**src/rtl/ahb_bridge_arbiter.sv**
```systemverilog
// Two-master AHB-lite arbiter in front of the AHB-to-APB bridge slave port.
// Round-robin grant with a per-tenure NSEQ quota; write data follows the data-phase owner.
module ahb_bridge_arbiter #(
    parameter int unsigned MAX_HOLD       = 4,
    parameter bit          DEFAULT_MASTER = 1'b0
) (
    input  logic        hclk,
    input  logic        hresetn,
    input  logic        m0_hbusreq,
    input  logic        m1_hbusreq,
    input  logic [31:0] m0_haddr,
    input  logic [31:0] m1_haddr,
    input  logic [1:0]  m0_htrans,
    input  logic [1:0]  m1_htrans,
    input  logic        m0_hwrite,
    input  logic        m1_hwrite,
    input  logic [2:0]  m0_hsize,
    input  logic [2:0]  m1_hsize,
    input  logic [2:0]  m0_hburst,
    input  logic [2:0]  m1_hburst,
    input  logic [31:0] m0_hwdata,
    input  logic [31:0] m1_hwdata,
    input  logic        hreadys,
    output logic        m0_hgrant,
    output logic        m1_hgrant,
    output logic        hmaster,
    output logic        hmaster_data,
    output logic        hsels,
    output logic [31:0] haddrs,
    output logic        hwrites,
    output logic [1:0]  htranss,
    output logic [2:0]  hsizes,
    output logic [2:0]  hbursts,
    output logic [31:0] hwdatas
);

    typedef enum logic [1:0] {PARK, GNT0, GNT1} state_t;

    localparam logic [3:0] HOLD_MAX = 4'(MAX_HOLD);
    localparam logic [4:0] HOLD_LIM = 5'(MAX_HOLD);

    state_t     state, state_nxt;
    logic [3:0] hold_cnt, hold_nxt;
    logic       grant_nxt;
    logic       accepted;
    logic       quota_hit;

    always_comb begin
        haddrs  = hmaster ? m1_haddr  : m0_haddr;
        hwrites = hmaster ? m1_hwrite : m0_hwrite;
        htranss = hmaster ? m1_htrans : m0_htrans;
        hsizes  = hmaster ? m1_hsize  : m0_hsize;
        hbursts = hmaster ? m1_hburst : m0_hburst;
        hwdatas = hmaster_data ? m1_hwdata : m0_hwdata;
        hsels   = htranss[1];
    end

    assign accepted  = hsels & hreadys & (htranss == 2'b10);
    // The quota is judged on the count this accepted NSEQ would produce.
    assign quota_hit = accepted & (({1'b0, hold_cnt} + 5'd1) >= HOLD_LIM);

    always_comb begin
        state_nxt = state;
        case (state)
            PARK: begin
                if (m0_hbusreq && m1_hbusreq)
                    state_nxt = DEFAULT_MASTER ? GNT0 : GNT1;
                else if (m0_hbusreq)
                    state_nxt = GNT0;
                else if (m1_hbusreq)
                    state_nxt = GNT1;
            end
            GNT0: begin
                if (m1_hbusreq && (!m0_hbusreq || quota_hit))
                    state_nxt = GNT1;
                else if (!m0_hbusreq && !m1_hbusreq)
                    state_nxt = PARK;
            end
            GNT1: begin
                if (m0_hbusreq && (!m1_hbusreq || quota_hit))
                    state_nxt = GNT0;
                else if (!m0_hbusreq && !m1_hbusreq)
                    state_nxt = PARK;
            end
            default: state_nxt = PARK;
        endcase
    end

    always_comb begin
        hold_nxt = hold_cnt;
        if (state_nxt != state)
            hold_nxt = '0;
        else if ((state != PARK) && accepted && (hold_cnt < HOLD_MAX))
            hold_nxt = hold_cnt + 4'd1;
    end

    always_comb begin
        case (state_nxt)
            GNT0:    grant_nxt = 1'b0;
            GNT1:    grant_nxt = 1'b1;
            default: grant_nxt = DEFAULT_MASTER;
        endcase
    end

    always_ff @(posedge hclk or negedge hresetn) begin
        if (!hresetn) begin
            state        <= PARK;
            hold_cnt     <= '0;
            hmaster      <= DEFAULT_MASTER;
            hmaster_data <= DEFAULT_MASTER;
            m0_hgrant    <= ~DEFAULT_MASTER;
            m1_hgrant    <= DEFAULT_MASTER;
        end else if (hreadys) begin
            state        <= state_nxt;
            hold_cnt     <= hold_nxt;
            hmaster      <= grant_nxt;
            hmaster_data <= hmaster;
            m0_hgrant    <= ~grant_nxt;
            m1_hgrant    <= grant_nxt;
        end
    end

endmodule

```
**config.mk**
```make
export PLATFORM = sky130hd
export DESIGN_NAME = ahb_bridge_arbiter
export DESIGN_NICKNAME = d
export VERILOG_FILES = /design/src/rtl/ahb_bridge_arbiter.sv
export SDC_FILE = /design/constraint.sdc
export NUM_CORES = 1
export LEC_CHECK = 0
export CELL_PAD_IN_SITES_DETAIL_PLACEMENT = 0
export CELL_PAD_IN_SITES_GLOBAL_PLACEMENT = 2
export CORE_MARGIN = 2
export CORE_UTILIZATION = 10
export CTS_CLUSTER_SIZE = 16
export DETAILED_ROUTE_END_ITERATION = 10
export GPL_TIMING_DRIVEN = 0
export HOLD_SLACK_MARGIN = 0.05
export PLACE_DENSITY_LB_ADDON = 0.1
export SKIP_LAST_GASP = 1
export SLEW_MARGIN = 20
export SYNTH_ARGS = -nofsm -noshare
export SYNTH_HDL_FRONTEND = slang
export SYNTH_SLANG_ARGS = --single-unit
```
**constraint.sdc**
```tcl
create_clock -name hclk -period 1.9 [get_ports hclk]
set_clock_uncertainty 0.2 [all_clocks]
set_input_delay 0.19 -clock hclk [delete_from_list [all_inputs] [get_ports hclk]]
set_output_delay 0.19 -clock hclk [all_outputs]
set_load 0.1 [all_outputs]
```
Word level (Yosys, flattened, before mapping)
Index checks and enable logic that the tools add are counted.
- div/mod/pow operators: 0
- mux-type cells: 16
- add/subtract/negate cells: 2
- magnitude comparators: 2
- eq/ne operators: 5
- bitwise operators: 4
- shifts and indexed selects: 0
- reductions and logical operators: 14
- multiply operators: 0
- operators by type and width (operator ; count):
    32-bit two-way mux ; 2
    2-bit two-way mux ; 7
    4-bit two-way mux ; 2
    2-bit equality test, second input constant ; 3
    1-bit logical AND ; 6
    3-bit two-way mux ; 2
    2-bit case mux with 3 select lines ; 1
    4-bit by 1-bit adder with 5-bit output, second input constant ; 1
    5-bit by 3-bit >= comparator with 1-bit output, second input constant ; 1
    4-bit by 1-bit adder with 4-bit output, second input constant ; 1
    4-bit by 3-bit < comparator with 1-bit output, second input constant ; 1
    2-bit nonzero test ; 2
    1-bit bitwise AND ; 3
    2-bit by 1-bit equality test with 1-bit output, second input constant ; 1
    1-bit logical NOT ; 2
    2-bit logical NOT ; 1
    1-bit logical OR ; 2
    1-bit two-way mux ; 2
    2-bit inequality test ; 1
    2-bit AND reduction ; 1
    1-bit inverter ; 1
- input port bits: 151
- memories: 0
- bits in latches: 0
- memory bits (writable): 0
- memory bits (read-only): 0
- flip-flop bits (word level): 9

Longest topological paths before layout
- word-level depth: 11
- mapped depth: 6
- mapped depth without buffers: 6

Worst setup path after synthesis
OpenSTA, ideal clock, no wires.
- kind: register to output
- start: register hmaster
- end: output htranss[1]
- data required time: 1.510 ns
- stages on the path, launching flop included: 5
- arrival: 2.515 ns
- path slack: -1.005 ns
- path through: dfrtp_1 -> buf_2 -> buf_1 -> mux2_2 -> buf_4
- longest elaborated chain between the ends: 1
- RTL lines (what ; RTL line ; text):
    start, declared ; 26 ; output logic hmaster,
    start signal, assigned ; 116 ; hmaster <= grant_nxt;
    2-bit two-way mux ; 51 ; htranss = hmaster ? m1_htrans : m0_htrans;
    end, declared ; 31 ; output logic [1:0] htranss,
Every way passes these cells.

Worst setup path in the final report
Same ends and word-level chain as after synthesis.

==> summary.md <==
| Metric | Value |
|---|---|
| Largest net degree at the start of global routing | 11 |
| Post-DP HPWL | 8.42 mm |
| Worst-path clk slew | 0.04 ns |
| Count of final setup violators | 44 |
| Yosys reg bits | 9 |
| Syn Nets | roughly 300 |
| Io pins | 229 |
| DR pass1 iterations | 3 |
| Outcome | finished, violations left |
| Logic pwr share | 84.9% |
| Netlist cell types | 35 |
| Fin nets | 538 |
| Final antenna-violating net count | 0 |
| Initial antenna violation count | 0 |
| Crit path kind | reg -> out |
| Routability cong. | 0.692 |
| Worst path top cell family by delay | buffers and inverters |
| CTS tree | yes |
| Most frequent cells in the layout | clkdlybuf4s50_1, buf_12, mux2_4 |
| Die Wd | 124 um |
| Synth Instances | between 100 and 150 |
| Clock Latency Late Sink | about 0.23 ns |
| CTS Buffer Depth | 2 |
| Buffers on Ports | 228 |
| Cells after DPL | 549 |
| Core area | 13900 um^2 |
| Crit path time final | 2.00 ns |
| Maximum resistive drop on vdd | 0.000438 V |
| DR WL/cell | 17.8 um |
| Layout fillers | 1389 |
| EDFF count, synth | 0 |
| Sequential area share after synthesis | 15.8% |
| Seq pwr share | 6.8% |
| H-tree depth | 1 |
| Layout cell share with drive strength beyond 1 | 50.5% |
| Cell Rows | 43 |
| Critical path's slowest cell | dfrtp_4 |
| CTS sink count | 9 |
| Worst-margin pin slew | 0.957 ns |
| GR Util All Layers | between 10% and 20% |
| ANT cells | 0 |
| Switching Fraction | 54.0% |
| Max Clk Rate | 0.500 GHz |
| DRC errors left | 0 |
| Area added between synthesis and finish | 247% |
| Slew headroom | 36.4% |
| Tcrit/Tclk final | 105% |
| GRT Residual Overflow | 0 |
| Yosys warning count | 0 |
| Syn avg cell area | between 10 and 15 um^2 |
| First-pass GRT wire length | 12.9 mm |
| Pwr dens | between 800 and 900 nW/um^2 |
| DRT iter0 DRCs | 21 |
| CP arrival | 1.61 ns |
| Die Ht | 124 um |
| Most common cell after layout, fill and taps aside | clkdlybuf4s50_1 |
| Die ar. | 15300 um^2 |
| Ys async rst share | 100% |
| Critical path's most frequent cell | buf_8 |
| NetSw | 2.39 mW |
| Worst setup margin | -0.101 ns |
| Vias in the first global route | 2020 |
| Clock share of power | between 8 and 9% |
| Synthesized area | 1430 um^2 |
| Hold_buf cts | 0 |
| Worst min-delay path category | in -> async |
| Setup_tns | -1.28 ns |
| Initial Utilization | 10.3% |
| Final wirelength | approximately 10 mm |
| Failing checks | negative setup slack |
| CP endpoint kind | primary output |
| Internal power | 2.04 mW |
| CTS root buf | clkbuf_16 |
| Critical Path Fanout Max | 5 |
| Count of pins over their slew limit | 0 |
| CTS Buf Count | 3 |
| Via density | 3.73 |
| Via count | 2104 |
| WP data required | 1.51 ns |
| Final std cells w/o fill | about 560 |
| Post-synth top flop | dfrtp_1 |
| Worst Path Buf+Inv | 4 |
| RSZ-0062 raised after global routing | true |
| CP Launch Type | flop |
| Critical Path, Cell by Cell | buf_8 -> buf_8 -> mux2_4 -> buf_12 -> buf_16 |
| Number of failing hold endpoints at the final stage | 0 |
| Largest stage delay on the critical path | 0.50 ns |
| Leakage | around 2.1 nW |
| Maxcap violations | 0 |
sequential cells by signal, indices dropped and copies added, names as in the netlist:
name,flops
hold_cnt,4
state,2
hmaster,1
hmaster_data,1
m0_hgrant,1
per-layer routing:
| metal | vias to the layer above | share of wire [%] | track usage, % |
|---|---|---|---|
| met5 | - | 0 | 0 |
| met4 | 0 | 0.34 | 0.781 |
| met3 | 2 | 11 | 3.89 |
| met2 | 96 | 55 | 22.2 |
| met1 | 981 | 34 | 11.8 |
| li1 | 1025 | - | - |
worst register-to-register path, delay by kind of cell (launching register included):
kind	cells	cell delay [ns]
buf+inv	2	0.26
compound gates	3	0.51
simple gates	2	0.33
flops	1	0.50
power by group through the flow:
stage	Sequential (mW)	Combinational (mW)	Clock [mW]
2_1_floorplan	0.351	2.29	0
3_3_place_gp	0.284	3.18	0
3_5_place_dp	0.284	3.18	0
4_1_cts	0.286	3.70	0.379
5_1_grt	0.314	3.89	0.387
6_report	0.303	3.76	0.368
cell families after synthesis:
group | after synthesis | share of synthesized area, %
compound gates | 18 | 9.35
fa+ha+maj | 2 | 1.75
buf+inv | 16 | 5.33
flops | 9 | 15.8
mux | 74 | 58.2
simple gates | 22 | 9.61
worst paths after layout:
kind | start | slack (ns) | endpoint | depth (start not counted)
min in group hclk | m0_hgrant | 0.35 | m0_hgrant | 1
min reg2reg | m0_hgrant | 0.35 | m0_hgrant | 1
max in group asynchronous | hresetn | 1.11 | hmaster_data | 1
min | hresetn | 0.06 | hmaster | 1
max reg2reg | hmaster | -0.01 | state[0] | 7
max | hmaster | -0.10 | htranss[1] | 5
cell usage after synthesis, types with 2 or more instances:
cell | count | area, um^2
ha_1 | 2 | 25.0
nor2_1 | 4 | 15.0
mux2_2 | 74 | 833
dfrtp_1 | 8 | 200
buf_2 | 7 | 35.0
o22ai_1 | 2 | 12.5
inv_1 | 3 | 11.3
clkbuf_1 | 2 | 7.51
buf_4 | 2 | 15.0
a31oi_1 | 2 | 12.5
nand3_1 | 2 | 10.0
nand2_1 | 6 | 22.5
nand4_1 | 2 | 12.5
a21oi_1 | 3 | 15.0
nor3_1 | 2 | 10.0
timing repair:
action / CTS / global route
endpoints found under the setup margin: 78 / 76
resized for setup: 615 / 35
setup buffers: 4 / 5
pin swaps: 0 / 6
gates cloned: 3 / 0
final cells by class:
class	count	area, um^2	share of cell area [%]
sequential	9	234	4.70
buffer	11	155	3.12
multi-input combinational	116	1340	27.0
tap	180	225	4.53
clock buffer	4	78.8	1.58
inverter	4	15.0	0.302
timing repair buffer	240	2930	58.8
through the flow:
step	hold WS, ns	utilization (%)	area, um^2	worst slack [ns]	total power [mW]
floorplan	-0.306	-	1630	-0.0782	2.64
global placement	0.332	29.7	4140	-0.764	3.47
detailed placement	0.329	29.7	4140	-0.754	3.46
CTS	0.0856	34.6	4820	-0.109	4.37
global route	0.0998	35.7	4980	-0.145	4.59
finish	0.0619	35.7	4980	-0.101	4.44
Power figures use the tool's default switching activity.
